===== config.mk =====
export PLATFORM = sky130hd
export DESIGN_NAME = bit_op_unit
export DESIGN_NICKNAME = d
export VERILOG_FILES = /design/src/rtl/bit_op_pkg.sv /design/src/rtl/bit_alu.sv /design/src/rtl/bit_op_unit.sv
export SDC_FILE = /design/constraint.sdc
export NUM_CORES = 1
export LEC_CHECK = 0
export BUFFER_PORTS_ARGS = -buffer_cell sky130_fd_sc_hd__buf_4
export CORE_AREA = 3 3 63 71
export CTS_CLUSTER_DIAMETER = 120
export DETAILED_ROUTE_END_ITERATION = 8
export DIE_AREA = 0 0 66 74
export PLACE_DENSITY = 0.71
export SYNTH_ARGS = -nofsm -noshare
export SYNTH_HDL_FRONTEND = slang
export SYNTH_SLANG_ARGS = --single-unit

===== constraint.sdc =====
create_clock -name clk -period 2.4 [get_ports clk]
set_input_delay 0.12 -clock clk [delete_from_list [all_inputs] [get_ports clk]]
set_output_delay 0.12 -clock clk [all_outputs]
set_load 0.05 [all_outputs]

===== src/rtl/bit_op_pkg.sv =====
// rtl/bit_op_pkg.sv - opcodes, FSM states and opcode helpers for bit_op_unit
package bit_op_pkg;

    localparam logic [2:0] OP_NOP    = 3'd0;
    localparam logic [2:0] OP_LD     = 3'd1;
    localparam logic [2:0] OP_AND    = 3'd2;
    localparam logic [2:0] OP_OR     = 3'd3;
    localparam logic [2:0] OP_XOR    = 3'd4;
    localparam logic [2:0] OP_NOT    = 3'd5;
    localparam logic [2:0] OP_ST     = 3'd6;
    localparam logic [2:0] OP_ANDACC = 3'd7;

    typedef enum logic [1:0] {
        S_IDLE  = 2'd0,
        S_READ  = 2'd1,
        S_EXEC  = 2'd2,
        S_WRITE = 2'd3
    } state_t;

    // Only NOP and LD leave the RAM untouched.
    function automatic logic op_writes(input logic [2:0] op);
        return !(op == OP_NOP || op == OP_LD);
    endfunction

endpackage


===== src/rtl/bit_alu.sv =====
// rtl/bit_alu.sv - combinational bit-logic result and accumulator update
module bit_alu
    import bit_op_pkg::*;
(
    input  logic [2:0] i_op,
    input  logic       i_a,
    input  logic       i_b,
    input  logic       i_acc,
    output logic       o_r,
    output logic       o_acc_next
);

    always_comb begin
        o_r        = 1'b0;
        o_acc_next = i_acc;
        case (i_op)
            OP_NOP: begin
                o_r = i_acc;
            end
            OP_LD: begin
                o_r        = i_a;
                o_acc_next = i_a;
            end
            OP_AND: begin
                o_r        = i_a & i_b;
                o_acc_next = i_a & i_b;
            end
            OP_OR: begin
                o_r        = i_a | i_b;
                o_acc_next = i_a | i_b;
            end
            OP_XOR: begin
                o_r        = i_a ^ i_b;
                o_acc_next = i_a ^ i_b;
            end
            OP_NOT: begin
                o_r        = ~i_a;
                o_acc_next = ~i_a;
            end
            OP_ST: begin
                o_r = i_acc;
            end
            OP_ANDACC: begin
                o_r        = i_acc & i_a;
                o_acc_next = i_acc & i_a;
            end
        endcase
    end

endmodule


===== src/rtl/bit_op_unit.sv =====
// rtl/bit_op_unit.sv - command-driven bit-logic master owning all ram_bit address and write lines
module bit_op_unit
    import bit_op_pkg::*;
#(
    parameter int AWIDTH = 8
) (
    input  logic              clk,
    input  logic              rst,
    input  logic              cmd_valid,
    output logic              cmd_ready,
    input  logic [2:0]        cmd_op,
    input  logic [AWIDTH-1:0] cmd_addr_a,
    input  logic [AWIDTH-1:0] cmd_addr_b,
    input  logic [AWIDTH-1:0] cmd_addr_c,
    output logic              done,
    output logic              acc_out,
    output logic [AWIDTH-1:0] port_a_address,
    input  logic              port_a_out,
    output logic [AWIDTH-1:0] port_b_address,
    input  logic              port_b_out,
    output logic [AWIDTH-1:0] port_c_address,
    output logic              port_c_data,
    output logic              port_c_we
);

    state_t            r_state;
    logic [2:0]        r_op;
    logic [AWIDTH-1:0] r_addr_c;
    logic [AWIDTH-1:0] r_a_addr;
    logic [AWIDTH-1:0] r_b_addr;
    logic [AWIDTH-1:0] r_c_addr;
    logic              r_c_data;
    logic              r_acc;
    logic              r_done;
    logic              r_ready;

    logic              w_r;
    logic              w_acc_next;

    bit_alu u_alu (
        .i_op       (r_op),
        .i_a        (port_a_out),
        .i_b        (port_b_out),
        .i_acc      (r_acc),
        .o_r        (w_r),
        .o_acc_next (w_acc_next)
    );

    // done is raised on entry to the retiring state so it lines up with that state.
    always_ff @(posedge clk) begin
        if (rst) begin
            r_state  <= S_IDLE;
            r_op     <= OP_NOP;
            r_addr_c <= '0;
            r_a_addr <= '0;
            r_b_addr <= '0;
            r_c_addr <= '0;
            r_c_data <= 1'b0;
            r_acc    <= 1'b0;
            r_done   <= 1'b0;
            r_ready  <= 1'b1;
        end else begin
            r_done <= 1'b0;
            case (r_state)
                S_IDLE: begin
                    if (cmd_valid && r_ready) begin
                        r_op     <= cmd_op;
                        r_a_addr <= cmd_addr_a;
                        r_b_addr <= cmd_addr_b;
                        r_addr_c <= cmd_addr_c;
                        r_ready  <= 1'b0;
                        if (cmd_op == OP_NOP) begin
                            r_state <= S_EXEC;
                            r_done  <= 1'b1;
                        end else begin
                            r_state <= S_READ;
                        end
                    end
                end
                S_READ: begin
                    r_state <= S_EXEC;
                    r_done  <= !op_writes(r_op);
                end
                S_EXEC: begin
                    r_acc <= w_acc_next;
                    if (op_writes(r_op)) begin
                        r_c_addr <= r_addr_c;
                        r_c_data <= w_r;
                        r_done   <= 1'b1;
                        r_state  <= S_WRITE;
                    end else begin
                        r_state <= S_IDLE;
                        r_ready <= 1'b1;
                    end
                end
                S_WRITE: begin
                    r_state <= S_IDLE;
                    r_ready <= 1'b1;
                end
                default: begin
                    r_state <= S_IDLE;
                    r_ready <= 1'b1;
                end
            endcase
        end
    end

    // Gating by rst suppresses both the write and the retire of an interrupted command.
    assign port_c_we      = (r_state == S_WRITE) & ~rst;
    assign done           = r_done & ~rst;
    assign cmd_ready      = r_ready;
    assign acc_out        = r_acc;
    assign port_a_address = r_a_addr;
    assign port_b_address = r_b_addr;
    assign port_c_address = r_c_addr;
    assign port_c_data    = r_c_data;

endmodule


# Yosys cells after proc, flatten, opt, wreduce, memory -nomap -nowiden
# Index checks and enable logic that the tools add are counted.
# totals
ff_bits	41
in_bits	32
wordCells	56
out_inout_bits	29
# op_classes
eq_ne	12
n_reduce_logical	12
n_bitwise	9
n_mux	13
# op_table
cell	n
$eq A3 B3 Y1 const B	4
$pmux W2 S4	1
$pmux W1 S7	1
$eq A3 B2 Y1 const B	2
$logic_not A3 Y1	2
$mux W2	3
$pmux W1 S3	2
$pmux W1 S6	1
$reduce_and A2 Y1	3
$reduce_bool A6 Y1	1
$mux W1	5
$and A1 B1 Y1	4
$eq A2 B2 Y1 const B	2
$ne A2 B2 Y1 const B	2
$eq A3 B1 Y1 const B	1
$not A1 Y1	3
$reduce_and A3 Y1	1
$reduce_bool A3 Y1	1
$eq A2 B1 Y1 const B	1
$logic_not A2 Y1	1
$reduce_or A2 Y1	1
$logic_and A1 B1 Y1	1
$logic_or A1 B1 Y1	1
$or A1 B1 Y1	1
$xor A1 B1 Y1	1

# Depth between registers and ports, before layout
# depth
depth_word	4
ltp_mapped	6
mapped_depth_nobuf	6

# Hierarchy
# Synthesis repeated with hierarchy kept, for this count alone.
# unflattened
hier_cells	205
hier_area_um2	1722.9
# by_module_without_submodules
mod	area_each_um2	cells_each	instances	seq_area_each_um2
bit_op_unit	1590.3	190	1	820.8
bit_alu	132.6	15	1	0.0

# Worst setup path after synthesis
# OpenSTA, ideal clock, no wires.
# synth_timing
kind	register to register
start	reg r_ready, in the netlist cmd_ready
end	reg r_a_addr[0], in the netlist port_a_address[0]
required_time_ps	2268
stages_incl_launch_ff	7
synth_period_minus_slack_ps	1670
slack_ps	730
path_buffers	2
arrival_time_ps	1537
setup_time_ps	132
cell_sequence	dfxtp_1 -> nand2_2 -> or3_1 -> buf_6 -> buf_6 -> nand2_1 -> a21oi_1
# synth_between
elab_chain_cells	2
# synth_rtl
element	line_no	source
start: declaration	bit_op_unit.sv:35	logic r_ready;
start signal: assignment	bit_op_unit.sv:61	r_ready <= 1'b1;
start signal: assignment	bit_op_unit.sv:71	r_ready <= 1'b0;
start signal: assignment	bit_op_unit.sv:93	r_ready <= 1'b1;
$logic_and A1 B1 Y1	bit_op_unit.sv:66	if (cmd_valid && r_ready) begin
$reduce_and A2 Y1 (no source line)	-	
end signal: assignment	bit_op_unit.sv:68	r_a_addr <= cmd_addr_a;
end: declaration	bit_op_unit.sv:29	logic [AWIDTH-1:0] r_a_addr;
# Every way passes these cells.
# A chain may end at the register's enable or synchronous reset.

# Worst setup path after layout
# layout_timing
start	reg r_ready, in the netlist cmd_ready
end	reg r_op[2]
# layout_between
elab_chain_cells	2
# layout_rtl
element	line_no	source
$logic_and A1 B1 Y1	bit_op_unit.sv:66	
$reduce_and A2 Y1 (no source line)	-	
end signal: assignment	bit_op_unit.sv:67	r_op <= cmd_op;
end: declaration	bit_op_unit.sv:27	logic [2:0] r_op;
# Every way passes these cells.

==> flow_metrics.env <==
export IMPL_outcome="complete, no violations"
export IMPL_ys_ff_latch=41
export IMPL_nFillCells=389
export IMPL_async_reset_ff_share_pct=0
export IMPL_total_power_uw=1650
export IMPL_start_kind="flip-flop"
export IMPL_fin_crit_sh_pct=64.1
export IMPL_final_max_slew_violation_count=0
export IMPL_numClockSinks=41
export IMPL_rows=24
export IMPL_vias=1573
export IMPL_max_stage_delay_ns=0.48
export IMPL_grt_pass1_vias=1343
export IMPL_synth_edf_count=0
export IMPL_hp_start="cmd_addr_b[1]"
export IMPL_slew_headroom_pct=69.0
export IMPL_place_congestion=0.791
export IMPL_worst_r2r_setup_slack_ns=0.86
export IMPL_power_density_nw_per_um2=739
export IMPL_postCtsSetupBuffers=0
export IMPL_yosysSeqAreaShare_pct=48.5
export IMPL_final_nets=300
export IMPL_setup_tns_ns=0
export IMPL_cts_resized=0
export IMPL_grt_pass1_wl_um=5810
export IMPL_drv_cap=0
export IMPL_grt_use_total_pct=15.3
export IMPL_wl_per_cell_um=11.4
export IMPL_seqPwrFrac_pct=46.9
export IMPL_crit_path_end_kind="flip-flop"
export IMPL_h_tree_depth=2
export IMPL_synth_area_leaders="dfxtp_1, nand2_1, a21oi_1"
export IMPL_rsz0062_at_grt="false"
export IMPL_coreArea_um2=3870
export IMPL_timing_fmax_mhz=650
export IMPL_synth_top_area_share_pct=48.5
export IMPL_routed_wl_um=3630
export IMPL_die_area_um2=4880
export IMPL_synth_top_cell_by_area="dfxtp_1"
export IMPL_layout_drive_gt1_share_pct=28.2
export IMPL_antenna_found_initial=0
export IMPL_whs_path_depth=3
export IMPL_worst_endpoint_arrival_ns=1.70
export IMPL_syn2layout_area_growth_pct=31.6
export IMPL_dp_hpwl_um=2580
export IMPL_cpMaxStageDelayCell="or3_1"
export IMPL_io_buffers=60
export IMPL_ys_warnings_count=0
export IMPL_worst_slew_pin_transition_ns=0.464
export IMPL_drc_errors=0
export IMPL_ant_nets=0
export IMPL_cts_tree="done"
export IMPL_start_util_pct=43.7
export IMPL_irDropWorstVdd_mv=0.433
export IMPL_die_h_um=74
export IMPL_cts_buffers=5
export IMPL_worstSetupPathType="flip-flop to flip-flop"
export IMPL_layout_common_cells="nand2_1, buf_4, dfxtp_1, a21oi_1, o21ai_0"
export IMPL_design_area_um2=2230
export IMPL_grt_max_degree=42
export IMPL_final_common_cell="nand2_1"
export IMPL_avgSynthCellArea_um2=7.99
export IMPL_switching_share_pct=29.4
export IMPL_skew_ns=0.00708
export IMPL_insertedDiodeCount=0
export IMPL_syn_inst=212
export IMPL_cp_top_family="simple AND/OR/NAND/NOR gates"
export IMPL_die_width_um=66
export IMPL_firstDrtPassIters=4
export IMPL_syn_nets=246
export IMPL_p_clk_share_pct=31.7
export IMPL_path_clk_slew_ns=0.07
export IMPL_hold_buffers=0
export IMPL_ios=61
export IMPL_rr_endpoint="r_op[2]"
export IMPL_routed_via_density=4.95
export IMPL_grt_overflow=0
export IMPL_r2r_start="cmd_ready"
export IMPL_setup_viol=0
export IMPL_cp_required_ns=2.56
export IMPL_holdPathEnd="port_b_address[1]"
export IMPL_p_sw_uw=483
export IMPL_p_comb_share_pct=21.4
export IMPL_rr_worst_depth=5
export IMPL_path_cells="nand2_2 -> or3_1 -> buf_4 -> nand2_1 -> a21oi_1"
export IMPL_cellLeakagePower_uw=0.000929
export IMPL_synthFlopType="dfxtp_1"
export IMPL_cp_num_buf_inv=1
export IMPL_hold_violations=0
export IMPL_synth_area_um2=1690
export IMPL_hp_class="primary input to flip-flop"
export IMPL_synth_distinct_cells=35
export IMPL_power_internal_uw=1160
export IMPL_fin_util_pct=57.5
export IMPL_fin_crit_ns=1.54
export IMPL_drtIter0Drc=63
export IMPL_path_max_fanout=17
export IMPL_placed_cell_area_um2=2120
export IMPL_clockRootBuffer="clkbuf_8"
export IMPL_clockBufferDepth=2
export IMPL_insertion_delay_ns=0.29
==> power by group through the flow <==
stage          combinational (uW)  clock [uW]  sequential, uW
2_1_floorplan                 178           0             866
3_3_place_gp                  354           0             788
3_5_place_dp                  357           0             788
4_1_cts                       357         541             773
5_1_grt                       384         568             782
6_report                      352         521             773
==> routing by layer <==
metal  wire length [um]  global-route usage, %  part of all wire (%)
met3                339                   6.19                   9.3
met2               1620                   24.5                    45
met5                  0                      0                     0
met1               1630                   19.1                    45
met4                 46                   4.74                   1.3
==> final cells by class <==
cell class	instances	area (um^2)	share of cell area, %
tap	52	65.1	2.92
clock inverter	2	35.0	1.57
timing repair buffer	62	465	20.9
multi-input combinational	152	758	34.0
sequential	41	821	36.8
clock buffer	5	68.8	3.09
inverter	4	15.0	0.674
==> logic make-up (layout without fill, tap and decap cells) <==
| logic type | after synthesis | after routing | synth area share [%] |
|---|---|---|---|
| AND/OR/NAND/NOR | 95 | 95 | 24.4 |
| flip-flops | 41 | 41 | 48.5 |
| AO/OA/AOI/OAI | 54 | 54 | 18.4 |
| buffers and inverters | 19 | 73 | 6.72 |
| XOR/XNOR | 1 | 1 | 0.517 |
| adder cells (fa/ha/maj) | 2 | 2 | 1.48 |
==> synthesized netlist by cell type, types with 4 or more instances <==
master	instances
inv_1	4
buf_6	4
a21oi_1	37
clkbuf_1	4
o21ai_0	6
buf_2	4
dfxtp_1	41
nor3_1	4
nand2_1	72
nor2_1	5
==> per-stage QoR <==
| step | std cells | worst slack, ns | hold slack, ns |
|---|---|---|---|
| 4_1_cts | 318 | 0.853 | 0.0652 |
| 5_1_grt | 318 | 0.736 | 0.0597 |
| 3_5_place_dp | 311 | 0.862 | 0.379 |
| 6_report | 318 | 0.861 | 0.0726 |
| 3_3_place_gp | 311 | 0.867 | 0.368 |
| 2_1_floorplan | 212 | 0.730 | 0.256 |
==> registers in the layout, indices dropped and copies added, names as in the netlist <==
signal and flops:
acc_out 1, cmd_ready 1, port_a_address 8, port_b_address 8, port_c_address 8, port_c_data 1
r_addr_c 8, r_done 1, r_op 3, r_state 2
==> worst max path at each step <==
| stage | from | end | slack, ns | cells after the start |
|---|---|---|---|---|
| 2_1_floorplan | cmd_ready | port_a_address[0] | 0.73 | 6 |
| 4_1_cts | cmd_ready | r_op[2] | 0.85 | 5 |
| 3_5_place_dp | cmd_ready | r_op[2] | 0.86 | 5 |
| 6_report | cmd_ready | r_op[2] | 0.86 | 5 |
| 3_3_place_gp | cmd_ready | r_op[2] | 0.87 | 5 |
| 5_1_grt | cmd_ready | port_a_address[1] | 0.74 | 5 |
==> worst register-to-register path, delay by kind of cell (launching register included) <==
family / cells / cell delay [ns]
AND/OR/NAND/NOR: 3 / 0.67
buffers and inverters: 1 / 0.27
flip-flops: 1 / 0.41
AO/OA/AOI/OAI: 1 / 0.07
Note: power is estimated with default switching activity, not from simulation.
